[src/rtl/ser_pkg.sv]
// rtl/ser_pkg.sv - shared types and defaults for the serial link (serializer/deserializer)
package ser_pkg;

  localparam int DATA_WIDTH_DEF = 8;

  typedef enum logic [1:0] {
    IDLE    = 2'd0,
    SHIFT   = 2'd1,
    WAIT_RX = 2'd2
  } state_t;

endpackage

[src/rtl/serializer_tx.sv]
// rtl/serializer_tx.sv - parallel-to-serial transmitter, MSB first, paced by receiver status
module serializer_tx
  import ser_pkg::*;
#(
  parameter int DATA_WIDTH = DATA_WIDTH_DEF
) (
  input  logic                  clock_100KHZ,
  input  logic                  reset,
  input  logic [DATA_WIDTH-1:0] data_in,
  input  logic                  data_valid_in,
  output logic                  ack_out,
  input  logic                  status_in,
  output logic                  data_out,
  output logic                  write_out,
  output logic                  busy_out,
  output logic [7:0]            bytes_sent,
  output logic [1:0]            EA_ser
);

  localparam int CNT_W = $clog2(DATA_WIDTH);

  state_t                state;
  logic [DATA_WIDTH-1:0] shreg;
  logic [CNT_W-1:0]      bit_cnt;
  logic                  last_bit;

  assign last_bit = (bit_cnt == CNT_W'(DATA_WIDTH - 1));
  assign busy_out = (state != IDLE);
  assign EA_ser   = state;

  // State register: accept a word, shift it out, then wait for the receiver to drop status
  always_ff @(posedge clock_100KHZ or posedge reset) begin
    if (reset) begin
      state <= IDLE;
    end else begin
      case (state)
        IDLE:    if (data_valid_in) state <= SHIFT;
        SHIFT:   if (status_in && last_bit) state <= WAIT_RX;
        WAIT_RX: if (!status_in) state <= IDLE;
        default: state <= IDLE;
      endcase
    end
  end

  // Datapath: capture/ack, per-bit strobe while the receiver is ready, word counter
  always_ff @(posedge clock_100KHZ or posedge reset) begin
    if (reset) begin
      shreg      <= '0;
      bit_cnt    <= '0;
      bytes_sent <= 8'd0;
      data_out   <= 1'b0;
      write_out  <= 1'b0;
      ack_out    <= 1'b0;
    end else begin
      ack_out   <= 1'b0;
      write_out <= 1'b0;
      data_out  <= 1'b0;
      case (state)
        IDLE: begin
          if (data_valid_in) begin
            shreg   <= data_in;
            bit_cnt <= '0;
            ack_out <= 1'b1;
          end
        end
        SHIFT: begin
          // status low pauses the shift without losing or repeating a bit
          if (status_in) begin
            data_out  <= shreg[DATA_WIDTH-1];
            write_out <= 1'b1;
            shreg     <= {shreg[DATA_WIDTH-2:0], 1'b0};
            bit_cnt   <= bit_cnt + CNT_W'(1);
            if (last_bit) bytes_sent <= bytes_sent + 8'd1;
          end
        end
        default: ;
      endcase
    end
  end

endmodule

[config.mk]
export PLATFORM = sky130hd
export DESIGN_NAME = serializer_tx
export DESIGN_NICKNAME = d
export VERILOG_FILES = /design/src/rtl/ser_pkg.sv /design/src/rtl/serializer_tx.sv
export SDC_FILE = /design/constraint.sdc
export NUM_CORES = 1
export LEC_CHECK = 0
export ABC_AREA = 1
export CAP_MARGIN = 20
export CORE_ASPECT_RATIO = 0.7
export CORE_UTILIZATION = 44
export DETAILED_ROUTE_END_ITERATION = 16
export PLACE_DENSITY = 0.83
export SLEW_MARGIN = 15
export SYNTH_ARGS = -nofsm -noshare
export SYNTH_HDL_FRONTEND = slang
export SYNTH_SLANG_ARGS = --single-unit
[constraint.sdc]
create_clock -name clock_100KHZ -period 1.5 [get_ports clock_100KHZ]
set_clock_uncertainty 0.15 [all_clocks]
set_input_delay 0.3 -clock clock_100KHZ [delete_from_list [all_inputs] [get_ports clock_100KHZ]]
set_output_delay 0.3 -clock clock_100KHZ [all_outputs]
set_load 0.005 [all_outputs]
Yosys cells after proc, flatten, opt, wreduce, memory -nomap -nowiden
Cells that the tools add are included.
Widths: inputs -> output; s select.
{ "op_classes": {"add_sub_neg": 2, "n_eq_ne": 7, "mux": 16, "reduce_logical": 7} }
{ "ops": {"columns": ["op", "n"], "rows": [
  ["$mux 8", 2],
  ["$pmux 8 s2", 1],
  ["$reduce_and 3->1", 3],
  ["$add 8x1->8 const B", 1],
  ["$ne 2x2->1 const B", 4],
  ["$mux 1", 6],
  ["$mux 2", 3],
  ["$mux 3", 2],
  ["$pmux 2 s3", 1],
  ["$pmux 3 s2", 1],
  ["$reduce_bool 2->1", 2],
  ["$add 3x1->3 const B", 1],
  ["$eq 3x3->1 const B", 1],
  ["$eq 2x1->1 const B", 1],
  ["$eq 2x2->1 const B", 1],
  ["$logic_not 2->1", 1],
  ["$logic_and 1x1->1", 1]
]} }
{ "word_totals": {"reg_bits": 24, "inputBits": 12, "elab_cells": 39} }

Logic depth before layout (Yosys ltp)
{ "logic_depth": {"ltp_word": 4, "depth_mapped": 9, "ltp_nobuf": 8} }

Least setup slack after synthesis
OpenSTA, ideal clock, no wires.
{ "synth_timing": {"kind": "register to register", "start": "reg bit_cnt[0]", "end": "reg bytes_sent[5]", "setup_ns": 0.113, "arrival_time_ns": 1.165, "setup_slack_ns": 0.072, "stages_incl_launch_ff": 10, "n_path_buf": 1, "period_less_slack_ns": 1.428, "cell_sequence": "dfrtp_1 > ha_1 > ha_1 > nand2_2 > nor2_2 > buf_6 > nand3_1 > nand2_1 > nand2_1 > inv_1"} }
{ "synth_between": {"elab_chain_len": 2} }
{ "synth_lines": {"columns": ["element", "line_no", "source"], "rows": [
  ["from (decl)", "serializer_tx.sv:24", "logic [CNT_W-1:0] bit_cnt;"],
  ["from (signal assigned)", "serializer_tx.sv:72", "bit_cnt <= bit_cnt + CNT_W'(1);"],
  ["$eq 3x3->1", "serializer_tx.sv:27", "assign last_bit = (bit_cnt == CNT_W'(DATA_WIDTH - 1));"],
  ["$reduce_and 3->1 (no line)", null, null],
  ["to (signal assigned)", "serializer_tx.sv:73", "if (last_bit) bytes_sent <= bytes_sent + 8'd1;"],
  ["to (decl)", "serializer_tx.sv:16", "output logic [7:0] bytes_sent,"]
]} }
Every way passes these cells.
A chain may end at the register's enable or synchronous reset.

Final worst setup path
{ "layout_timing": {"start": "reg bit_cnt[1]", "end": "reg bytes_sent[5]"} }
Same word-level chain as after synthesis.

==> flow_summary.json <==
{
  "die_y_um": 45.9,
  "synth_top_cell_by_area": "dfrtp_1",
  "worst_slack_ps": -33.9,
  "highest_layer": "met4",
  "fmax_mhz": 652,
  "maxCapViolCount": 0,
  "antenna_cells": 0,
  "yosysMostFrequentCell": "nand2_1",
  "worstPathRequired_ps": 1520,
  "drt_first_pass_iters": 4,
  "hold_viol_final": 0,
  "period_needed_ps": 1530,
  "die-area_um2": 2970,
  "synthArstFlopShare": 1.00,
  "root_buffer": "clkbuf_8",
  "first_iter_violations": 88,
  "placed_cells": 198,
  "route.vias.total": 1057,
  "fin_cells": 212,
  "numCtsBuffers": 3,
  "setup_viol": 4,
  "io_buffers": 25,
  "synthFlopType": "dfrtp_1",
  "fin_area_um2": 1670,
  "pre_cts_slack_ps": -204,
  "min_path_type": "primary input to asynchronous set/reset pin",
  "syn2layout_area_growth_pct": 38.0,
  "cp.arrival_ps": 1560,
  "rsz0062_at_grt": "true",
  "vdd_drop_max_mv": 0.645,
  "grt.total_usage": 0.212,
  "netlist_area_um2": 1210,
  "p_leak_nw": 0.851,
  "grt_pass1_wl_um": 4600,
  "avgSynthCellArea_um2": 9.04,
  "cts.path.max_buffers": 2,
  "route.met2.wl_um": 1660,
  "syn_inst": 134,
  "antenna_found_initial": 0,
  "p_per_area_nw_per_um2": 1450,
  "post_drt_via_cell_ratio": 4.99,
  "grt_max_degree": 25,
  "num_rows": 15,
  "worst-slew-pin-transition_ps": 316,
  "worstSetupEndpointType": "flip-flop",
  "drive_gt1_frac": 0.242,
  "clk_pin_slew_ps": 80,
  "slew_headroom": 0.788,
  "nNetsFinal": 195,
  "nFillCells": 207,
  "final-seq-area_um2": 601,
  "dp_hpwl_um": 1880,
  "initial_core_util": 0.478,
  "hold_buffers": 0,
  "synth.yosys.warnings": 0,
  "clk_latency_ps": 270,
  "synth.area.top_cells": "dfrtp_1, nand2_1, inv_1, o21ai_2, o21ai_0",
  "ys_seq_area_frac": 0.496,
  "globalRouteOverflowTotal": 0,
  "violations": "negative setup slack",
  "cts_tree": "yes",
  "die_w_um": 64.7,
  "synth_edf_count": 0,
  "grt_pass1_vias": 1024,
  "route.met3.wl_um": 172,
  "slew_viol_final": 0,
  "route.detailed.drc": 0,
  "met1Wirelength_um": 1170,
  "fin_crit_sh": 1.02,
  "synth_top_area_share": 0.496,
  "synth_nets": 149,
  "dpl-instance-area_um2": 1530,
  "drt_wl_total_um": 3110,
  "ant_nets": 0,
  "cp_max_fo": 5,
  "postSynthRegisterBits": 24,
  "htreeDepth": 1,
  "reg2reg_depth": 7,
  "coreArea_um2": 2530,
  "globalplace.congestion": 0.791,
  "crit_type": "flip-flop to flip-flop",
  "clkSinkCount": 24,
  "critPathLaunchType": "flip-flop",
  "ioPinCount": 26,
  "ys_types": 20,
  "multi_input_area_um2": 534,
  "hold_slack_ps": 216,
  "synth.top_cells.by_count": "nand2_1, dfrtp_1, inv_1",
  "post_drt_wl_per_cell_um": 14.7,
  "status": "finished with violations"
}
## stage by stage
step / power [mW] / setup TNS [ps] / utilization
3_3_place_gp: 1.86 / -1170 / 0.603
2_1_floorplan: 1.59 / 0 / -
4_1_cts: 2.35 / -35.8 / 0.649
6_report: 2.42 / -85.4 / 0.660
5_1_grt: 2.57 / -345 / 0.660
3_5_place_dp: 1.92 / -2320 / 0.603
## routing by layer
layer | up-vias | global-route usage
met4 | 0 | 0.0756
met5 | - | 0
met1 | 505 | 0.234
li1 | 504 | -
met3 | 10 | 0.0625
met2 | 38 | 0.394
## where the power goes
part	internal (mW)	switching [mW]
Combinational	0.490	0.619
Clock	0.180	0.201
Sequential	0.834	0.0990
## worst paths after layout
path	startpoint	end	slack [ps]
worst min-delay path	reset	shreg[1]$_DFFE_PP0P_	220
worst min register to register	shreg[7]$_DFFE_PP0P_	data_out$_DFF_PP0_	370
worst max register to register	bit_cnt[1]$_DFFE_PP0P_	bytes_sent[5]$_DFFE_PP0P_	-30
min in group clock_100KHZ	shreg[7]$_DFFE_PP0P_	data_out$_DFF_PP0_	370
max in group asynchronous	reset	write_out$_DFF_PP0_	740
worst max-delay path	bit_cnt[1]$_DFFE_PP0P_	bytes_sent[5]$_DFFE_PP0P_	-30
## cells by family (layout without fill, tap and decap cells)
logic type	after synthesis	in the layout	share of synthesized area
simple gates	59	60	0.242
flops	24	24	0.496
compound gates	18	18	0.0992
xor+xnor	4	4	0.0289
fa+ha+maj	3	3	0.0310
buf+inv	26	69	0.103
## critical path: stages (launching register included)
cell and delay [ps]:
dfrtp_1 420, ha_4 180, ha_4 150, nand2_4 80
nor2_4 200, nand4_1 130, nand2_1 100, inv_1 40
## cells in the final DEF (no fill, tap or decap), types with 5 or more instances in the layout
| cell | synthesis | final |
|---|---|---|
| buf_4 | 0 | 18 |
| clkdlybuf4s50_1 | 0 | 11 |
| dfrtp_1 | 24 | 24 |
| dlygate4sd2_1 | 0 | 13 |
| inv_1 | 22 | 22 |
| nand2_1 | 36 | 36 |
| nand3_1 | 6 | 6 |
| nor2_1 | 6 | 5 |
| o21ai_0 | 10 | 9 |
| o21ai_2 | 8 | 8 |
## sequential cells by signal, summed over array words and instances, names as in the netlist
name	cells
data_out	1
write_out	1
bit_cnt	3
shreg	8
bytes_sent	8
EA_ser	2
ack_out	1
## area by class of cell
class,count,area share
repair buffers,43,0.218
clock buffers,3,0.0247
inverters,23,0.0531
flip-flops and latches,24,0.359
multi-input cells,85,0.320
well taps,34,0.0254
## timing repair
action	CTS	global route
pin swaps	2	8
endpoints found under the setup margin	22	10
gates cloned	1	0
setup buffers	11	0
resized for setup	18	7
Note: power is estimated with default switching activity, not from simulation.
